`config.mk`:
```
export PLATFORM = sky130hd
export DESIGN_NAME = tx_frame_buffer
export DESIGN_NICKNAME = d
export VERILOG_FILES = /design/src/rtl/tx_frame_buffer.sv
export SDC_FILE = /design/constraint.sdc
export NUM_CORES = 2
export LEC_CHECK = 0
export BUFFER_PORTS_ARGS = -buffer_cell sky130_fd_sc_hd__buf_4
export CAP_MARGIN = 20
export CELL_PAD_IN_SITES_DETAIL_PLACEMENT = 1
export CELL_PAD_IN_SITES_GLOBAL_PLACEMENT = 2
export CORE_MARGIN = 5
export CORE_UTILIZATION = 40
export CTS_CLUSTER_SIZE = 28
export DETAILED_ROUTE_END_ITERATION = 10
export GPL_TIMING_DRIVEN = 0
export PLACE_DENSITY = 0.7
export RECOVER_POWER = 50
export SLEW_MARGIN = 20
export SYNTH_ARGS = -nofsm -noshare
export SYNTH_HDL_FRONTEND = slang
export SYNTH_SLANG_ARGS = --single-unit
```
`constraint.sdc`:
```
create_clock -name TX_ACLK -period 4.4 [get_ports TX_ACLK]
set_input_delay 0.22 -clock TX_ACLK [delete_from_list [all_inputs] [get_ports TX_ACLK]]
set_output_delay 0.22 -clock TX_ACLK [all_outputs]
set_load 0.05 [all_outputs]
```
`src/rtl/tx_frame_buffer.sv`:
```
// ---------------------------------------------------------------------------
// tx_frame_buffer
//   Frame buffer between the channel serializer and the SFP transmit stream.
//   Words arrive one per cycle with no handshake and are held in a circular
//   buffer. The buffer normally forwards only complete frames (STORE mode).
//   It switches to cut-through (CUT mode) when it fills up without holding a
//   complete frame, so that an oversized frame cannot deadlock it.
//
// Ports
//   TX_ACLK          in   clock, rising edge
//   TX_ARESETN       in   synchronous active-low reset
//   SERIALIZED_DATA  in   write data word
//   WR_EN            in   write qualifier (no ready back)
//   WR_LAST          in   last word of frame, qualified by WR_EN
//   WAIT_OUT         out  registered backpressure (occupancy >= WAIT_THRESHOLD)
//   M_AXIS_TDATA     out  stream data (head entry)
//   M_AXIS_TVALID    out  stream valid
//   M_AXIS_TREADY    in   stream ready
//   M_AXIS_TLAST     out  stream last (stored WR_LAST of head entry)
//   FRAME_CNT        out  number of complete frames held
//   OVERFLOW         out  sticky: a write arrived while full and was dropped
// ---------------------------------------------------------------------------
module tx_frame_buffer #(
  parameter int TX_RX_M_AXIS_WIDTH = 64,
  parameter int FIFO_DEPTH_LOG2    = 5,
  parameter int WAIT_THRESHOLD     = 24
) (
  input  logic                          TX_ACLK,
  input  logic                          TX_ARESETN,
  input  logic [TX_RX_M_AXIS_WIDTH-1:0] SERIALIZED_DATA,
  input  logic                          WR_EN,
  input  logic                          WR_LAST,
  output logic                          WAIT_OUT,
  output logic [TX_RX_M_AXIS_WIDTH-1:0] M_AXIS_TDATA,
  output logic                          M_AXIS_TVALID,
  input  logic                          M_AXIS_TREADY,
  output logic                          M_AXIS_TLAST,
  output logic [FIFO_DEPTH_LOG2:0]      FRAME_CNT,
  output logic                          OVERFLOW
);

  localparam int W     = TX_RX_M_AXIS_WIDTH;
  localparam int L     = FIFO_DEPTH_LOG2;
  localparam int DEPTH = 2 ** L;
  localparam logic [L:0] DEPTH_OCC = (L + 1)'(DEPTH);
  localparam logic [L:0] WAIT_OCC  = (L + 1)'(WAIT_THRESHOLD);

  typedef enum logic {STORE, CUT} mode_t;

  // Each entry is {last, data}.
  logic [W:0]   mem_q [DEPTH];

  logic [L-1:0] wr_ptr_q, wr_ptr_d;
  logic [L-1:0] rd_ptr_q, rd_ptr_d;
  logic [L:0]   occ_q, occ_d;
  logic [L:0]   frame_cnt_q, frame_cnt_d;
  logic         overflow_q, overflow_d;
  logic         wait_q, wait_d;
  mode_t        state_q, state_d;

  logic [W:0]   head;
  logic         full;
  logic         wr_acc;
  logic         rd_acc;
  logic         fc_inc;
  logic         fc_dec;

  assign head = mem_q[rd_ptr_q];

  always_comb begin
    wr_ptr_d      = wr_ptr_q;
    rd_ptr_d      = rd_ptr_q;
    occ_d         = occ_q;
    frame_cnt_d   = frame_cnt_q;
    overflow_d    = overflow_q;
    state_d       = state_q;

    full          = (occ_q == DEPTH_OCC);
    M_AXIS_TDATA  = head[W-1:0];
    M_AXIS_TLAST  = head[W];
    // In STORE mode the head is always the start of a frame, so a nonzero
    // frame count means the head frame is complete and may be released.
    if (state_q == CUT) begin
      M_AXIS_TVALID = (occ_q != '0);
    end else begin
      M_AXIS_TVALID = (occ_q != '0) && (frame_cnt_q != '0);
    end

    // Fullness is judged on the registered occupancy: a read in the same
    // cycle does not make room for a write.
    wr_acc = WR_EN && !full;
    rd_acc = M_AXIS_TVALID && M_AXIS_TREADY;
    fc_inc = wr_acc && WR_LAST;
    fc_dec = rd_acc && M_AXIS_TLAST;

    if (wr_acc) wr_ptr_d = wr_ptr_q + 1'b1;
    if (rd_acc) rd_ptr_d = rd_ptr_q + 1'b1;

    case ({wr_acc, rd_acc})
      2'b10:   occ_d = occ_q + 1'b1;
      2'b01:   occ_d = occ_q - 1'b1;
      default: occ_d = occ_q;
    endcase

    case ({fc_inc, fc_dec})
      2'b10:   frame_cnt_d = frame_cnt_q + 1'b1;
      2'b01:   frame_cnt_d = frame_cnt_q - 1'b1;
      default: frame_cnt_d = frame_cnt_q;
    endcase

    if (WR_EN && full) overflow_d = 1'b1;

    wait_d = (occ_d >= WAIT_OCC);

    case (state_q)
      STORE: if (full && frame_cnt_q == '0) state_d = CUT;
      CUT:   if (rd_acc && M_AXIS_TLAST)    state_d = STORE;
      default: state_d = STORE;
    endcase
  end

  always_ff @(posedge TX_ACLK) begin
    if (!TX_ARESETN) begin
      wr_ptr_q    <= '0;
      rd_ptr_q    <= '0;
      occ_q       <= '0;
      frame_cnt_q <= '0;
      overflow_q  <= 1'b0;
      wait_q      <= 1'b0;
      state_q     <= STORE;
    end else begin
      wr_ptr_q    <= wr_ptr_d;
      rd_ptr_q    <= rd_ptr_d;
      occ_q       <= occ_d;
      frame_cnt_q <= frame_cnt_d;
      overflow_q  <= overflow_d;
      wait_q      <= wait_d;
      state_q     <= state_d;
    end
  end

  // Storage is never cleared; reset only empties the buffer via the pointers.
  always_ff @(posedge TX_ACLK) begin
    if (TX_ARESETN && wr_acc) begin
      mem_q[wr_ptr_q] <= {WR_LAST, SERIALIZED_DATA};
    end
  end

  assign FRAME_CNT = frame_cnt_q;
  assign OVERFLOW  = overflow_q;
  assign WAIT_OUT  = wait_q;

endmodule

```
After elaboration in Yosys (flattened, before gate mapping)
Memories as Yosys holds them, arrays and structs flattened. A register that Yosys moved wholly into a read port is not among the register bits.
Cells that the tools add are included.
{ "op_classes": {"n_bitwise": 1, "n_mux": 10, "add_sub_neg": 6, "n_reduce_logical": 13, "n_eq_ne": 5, "magnitude_cmp": 1} }
{ "ops": {"columns": ["operator", "n"], "rows": [
  ["$pmux W6 S2", 2],
  ["$add A6 B1 Y6 const B", 2],
  ["$reduce_bool A6 Y1", 2],
  ["$sub A6 B1 Y6 const B", 2],
  ["$add A5 B1 Y5 const B", 2],
  ["$mux W5", 2],
  ["$logic_and A1 B1 Y1", 8],
  ["$eq A6 B6 Y1 const B", 1],
  ["$ge A6 B5 Y1 const B", 1],
  ["$logic_not A6 Y1", 1],
  ["$mux W1", 5],
  ["$eq A2 B1 Y1 const B", 2],
  ["$eq A2 B2 Y1 const B", 2],
  ["$pmux W1 S2", 1],
  ["$reduce_bool A2 Y1", 1],
  ["$logic_not A1 Y1", 1],
  ["$not A1 Y1", 1]
]} }
{ "word_totals": {"ff_bits": 25, "ram_bits": 2080, "mem_count": 1, "wordCells": 44, "in_bits": 69, "output_inout_bits": 74} }
{ "memory_table": {"columns": ["name", "depth", "word_bits", "rd", "rd_clocked_by_memory_dff", "wr", "line", "rtl"], "rows": [
  ["mem_q", 32, 65, 1, 1, 1, "51", "logic [W:0] mem_q [DEPTH];"]
]} }

Depth between registers and ports, before layout
{ "logic_depth": {"word_depth": 7, "ltp_mapped": 17} }

Least setup slack after synthesis
OpenSTA, ideal clock, no wires.
{ "synth_path": {"path_type": "reg2reg", "start": "register occ_q[1]", "end": "memory mem_q[29][0] in the netlist's numbering (enable)", "synth_period_minus_slack_ps": 4751, "setup_slack_ps": -351, "path_stages_with_launch": 7, "t_arrival_ps": 4262, "required_ps": 3911, "n_path_buf": 2, "cell_sequence": "dfxtp_1 clkbuf_1 nor3_1 a31oi_1 clkbuf_1 nand3_1 nor2_1"} }
{ "synth_between": {"elab_chain_cells": 6} }
{ "synth_lines": {"columns": ["item", "line", "rtl"], "rows": [
  ["start: declaration", "55", "logic [L:0] occ_q, occ_d;"],
  ["start signal: assignment", "126", "occ_q <= '0;"],
  ["start signal: assignment", "134", "occ_q <= occ_d;"],
  ["$eq A6 B6 Y1", "78", "full = (occ_q == DEPTH_OCC);"],
  ["$logic_not A1 Y1", "91", "wr_acc = WR_EN && !full;"],
  ["$logic_and A1 B1 Y1", "91", null],
  ["$logic_and A1 B1 Y1", "144", "if (TX_ARESETN && wr_acc) begin"],
  ["$mux W1", "144", null],
  ["$mux W1 (not written as such)", "145", "mem_q[wr_ptr_q] <= {WR_LAST, SERIALIZED_DATA};"],
  ["end: declaration", "51", null]
]} }
Every way passes these cells.

==> results.json <==
{
  "clk_latency_ns": 0.87,
  "synthesis.area_um2": 80400,
  "holdPathEnd": "occ_q[3]",
  "async_reset_ff_share_pct": 0,
  "cpMostUsedCell": "mux4_2",
  "drive_gt1_share_pct": 35.4,
  "dpl.cell_count": 6150,
  "setup-violations-final": 0,
  "clkSlewWorstSetupHoldPaths_ns": 0.06,
  "yosys_warnings": 0,
  "drt_wl_total_mm": 223,
  "grt_usage_pct": 21.3,
  "hold_violations": 0,
  "drt_iter0_drc": 4880,
  "synth_commonest_cells": "edfxtp_1 (2080), mux4_2 (640), clkbuf_1 (90)",
  "synth_area_leaders": "edfxtp_1 (78%), mux4_2 (18%), mux2_2 (0.90%), dfxtp_1 (0.75%), clkbuf_1 (0.42%)",
  "synthFlopType": "edfxtp_1",
  "crit_slowest_cell": "buf_2",
  "post-route-util_pct": 48.1,
  "die_w_um": 458,
  "via_count": 38016,
  "critPathArrivalTime_ns": 4.04,
  "reg2reg_slack_ns": 0.15,
  "rsz0062_at_grt": "false",
  "detail-route-antenna-nets": 0,
  "status": "completed",
  "rows": 164,
  "p_leak_nw": 29.2,
  "dp.final_hpwl_mm": 146,
  "grt_start_max_net_pins": 34,
  "remaining_drc_errors": 0,
  "area_delta_synth_final_pct": 19.5,
  "fin_crit_ns": 4.26,
  "synth_mux_area_share_pct": 19.1,
  "crit_family": "buffers and inverters",
  "gp_congestion": 0.721,
  "grt_first_pass_wirelength_mm": 314,
  "finalMaxSlewViolations": 0,
  "synthAdderAreaFrac_pct": 0.227,
  "fin_crit_sh_pct": 96.9,
  "ys_seq_area_share_pct": 78.4,
  "reg2reg_depth": 9,
  "cts_tree": "done",
  "worstHoldStart": "TX_ARESETN",
  "htree_levels": 4,
  "synth-seq-cells": 2110,
  "cp-start-kind": "flip-flop",
  "synth_nets": 3287,
  "syn_inst": 3204,
  "wire_per_inst_um": 33.7,
  "die_h_um": 458,
  "yosysTopAreaCellShare_pct": 77.7,
  "die_area_um2": 210000,
  "worst_r2r_endpoint": "mem_q[12][41]",
  "crit_buf_inv": 4,
  "power.total_w": 0.0447,
  "synth-simple-area-share_pct": 0.778,
  "synth_top_family_by_area": "multiplexers",
  "ff_latch_area_um2": 63100,
  "synth_top_cell_by_area": "edfxtp_1",
  "vias_per_cell": 5.74,
  "r2r-start": "occ_q[1]",
  "syn_area_per_cell_um2": 25.1,
  "worst_pin_slew_ns": 1.44,
  "ios": 143,
  "multiInputGateArea_um2": 16700,
  "relSlewSlack_pct": 4.23,
  "crit_path_end_kind": "output port",
  "synth_cell_types": 49,
  "hold_class": "in -> reg",
  "numPortBuffers": 142,
  "core_area_um2": 200000,
  "required_ns": 4.18,
  "synth-edff-count": 2080,
  "fmax_mhz": 234,
  "worstPathMaxFanout": 10,
  "start_util_pct": 40.2,
  "irDropWorstVdd_mv": 0.361,
  "synth-xor-area-share_pct": 0.207,
  "nNetsFinal": 3863,
  "crit_type": "reg -> out",
  "skew_ns": 0.0336,
  "grt_pass1_vias": 40143,
  "grt_antenna_before_repair": 12,
  "fin_cells": 6622,
  "cpPeakStageDelay_ns": 0.56,
  "cts_made_buffers": 214,
  "overflow": 0,
  "cts_root_buf": "clkbuf_16",
  "hold_path_depth": 4,
  "synth-compound-area-share_pct": 0.318,
  "fillCellCount": 17604,
  "yosys.cell_count.top_type": "edfxtp_1",
  "p_per_area_nw_per_um2": 466,
  "clk_path_buf_depth": 3,
  "path_cells": "clkbuf_1 > clkbuf_4 > buf_2 > mux4_2 > mux4_2 > mux2_2 > buf_4",
  "drt_pass1_iterations": 5,
  "max-cap-violations": 0,
  "cts.sinks": 2110
}
## kinds of logic (layout without fill, tap and decap cells)
logic type	after synthesis	in the layout
AOI/OAI and AO/OA	40	40
DFF	2110	2110
other	0	4
buffers and inverters	177	935
adders and majority gates	14	14
xor gates and xnor gates	19	19
muxes	722	722
and+or+nand+nor	122	122
## layout by cell type, fill, tap and decap left out, types with 10 or more instances in the layout
master,Yosys,routed
nor2_4,0,27
buf_2,34,28
clkbuf_16,0,215
inv_1,9,10
mux2_2,64,64
buf_6,3,18
dfxtp_1,30,30
and2_0,0,10
xnor2_1,12,12
clkbuf_1,90,136
clkinv_1,0,51
mux2i_1,18,18
ha_1,13,12
dlygate4sd3_1,0,67
a21oi_1,10,10
clkbuf_4,0,13
buf_12,0,91
nand2_1,17,17
mux4_2,640,640
edfxtp_1,2080,2080
nor2_1,42,15
buf_16,0,52
bufinv_16,0,24
clkbuf_2,0,59
clkinv_2,0,40
buf_4,14,96
## metrics by stage
| stage | setup TNS, ns | setup WS, ns | area (um^2) | hold slack, ns |
|---|---|---|---|---|
| 4_1_cts | -0.0107 | -0.00738 | 96400 | 0.0679 |
| 6_report | 0 | 0.135 | 96100 | 0.146 |
| 3_3_place_gp | - | -6.17 | 84800 | 0.449 |
| 5_1_grt | 0 | 0.00357 | 96100 | 0.146 |
| 3_5_place_dp | -3.02 | -0.795 | 88400 | 0.449 |
| 2_1_floorplan | -727.43 | -0.351 | 80400 | 0.319 |
## state kept, by name, summed over array words and instances, names as in the netlist, named ones only
signal	flops
mem_q	2080
FRAME_CNT	6
occ_q	6
rd_ptr_q	5
wr_ptr_q	5
OVERFLOW	1
WAIT_OUT	1
state_q	1
## worst reg2reg max path: cells and delay by family (launching register included)
kind	cells	cell delay, ns
flops	1	0.31
buf+inv	5	1.84
simple gates	3	1.39
compound gates	1	0.40
## layout make-up
cell class | count | area share [%]
multi-input combinational | 917 | 17.4
tap | 2656 | 3.46
timing repair buffer | 361 | 4.98
clock buffer | 259 | 5.77
buffer | 165 | 1.09
sequential | 2110 | 65.6
inverter | 11 | 0.0430
clock inverter | 139 | 1.56
antenna | 4 | 0.0104
## power by group
| group | switching (W) | internal [W] |
|---|---|---|
| registers | 0.0000565 | 0.0222 |
| logic | 0.00240 | 0.00185 |
| clock network | 0.00778 | 0.0104 |
| total | 0.0102 | 0.0345 |
## metal layers
metal  global-route usage (%)  vias to the layer above  part of all wire, %
li1                         -                    15101                    -
met1                     28.4                    20834                   39
met2                     35.4                     1746                   50
met3                     4.51                      333                  7.5
met4                     6.56                        2                  3.1
met5                        0                        -               0.0058
## how the worst max path moves through the flow
stage | start | to | slack [ns] | cells past startpoint
after floorplan | occ_q[1] | mem_q[29][0] | -0.35 | 6
after detailed placement | flip-flop | FRAME_CNT[5] | -0.79 | 17
after CTS | flip-flop | M_AXIS_TDATA[4] | -0.007 | 8
final | flip-flop | M_AXIS_TDATA[6] | 0.14 | 7
after global routing | occ_q[1] | mem_q[12][49] | 0.004 | 9
after global placement | occ_q[1] | mem_q[9][43] | -6.17 | 6
## timing repair
action / 4_1_cts / 5_1_grt
setup endpoints to repair: 71 / 52
pin swaps: 0 / 2
resized for setup: 119 / 7
hold endpoints to repair: 2089 / 0
cloned: 0 / 0
buffers inserted: 0 / 4
hold buffers: 67 / 0
Power figures use the tool's default switching activity.
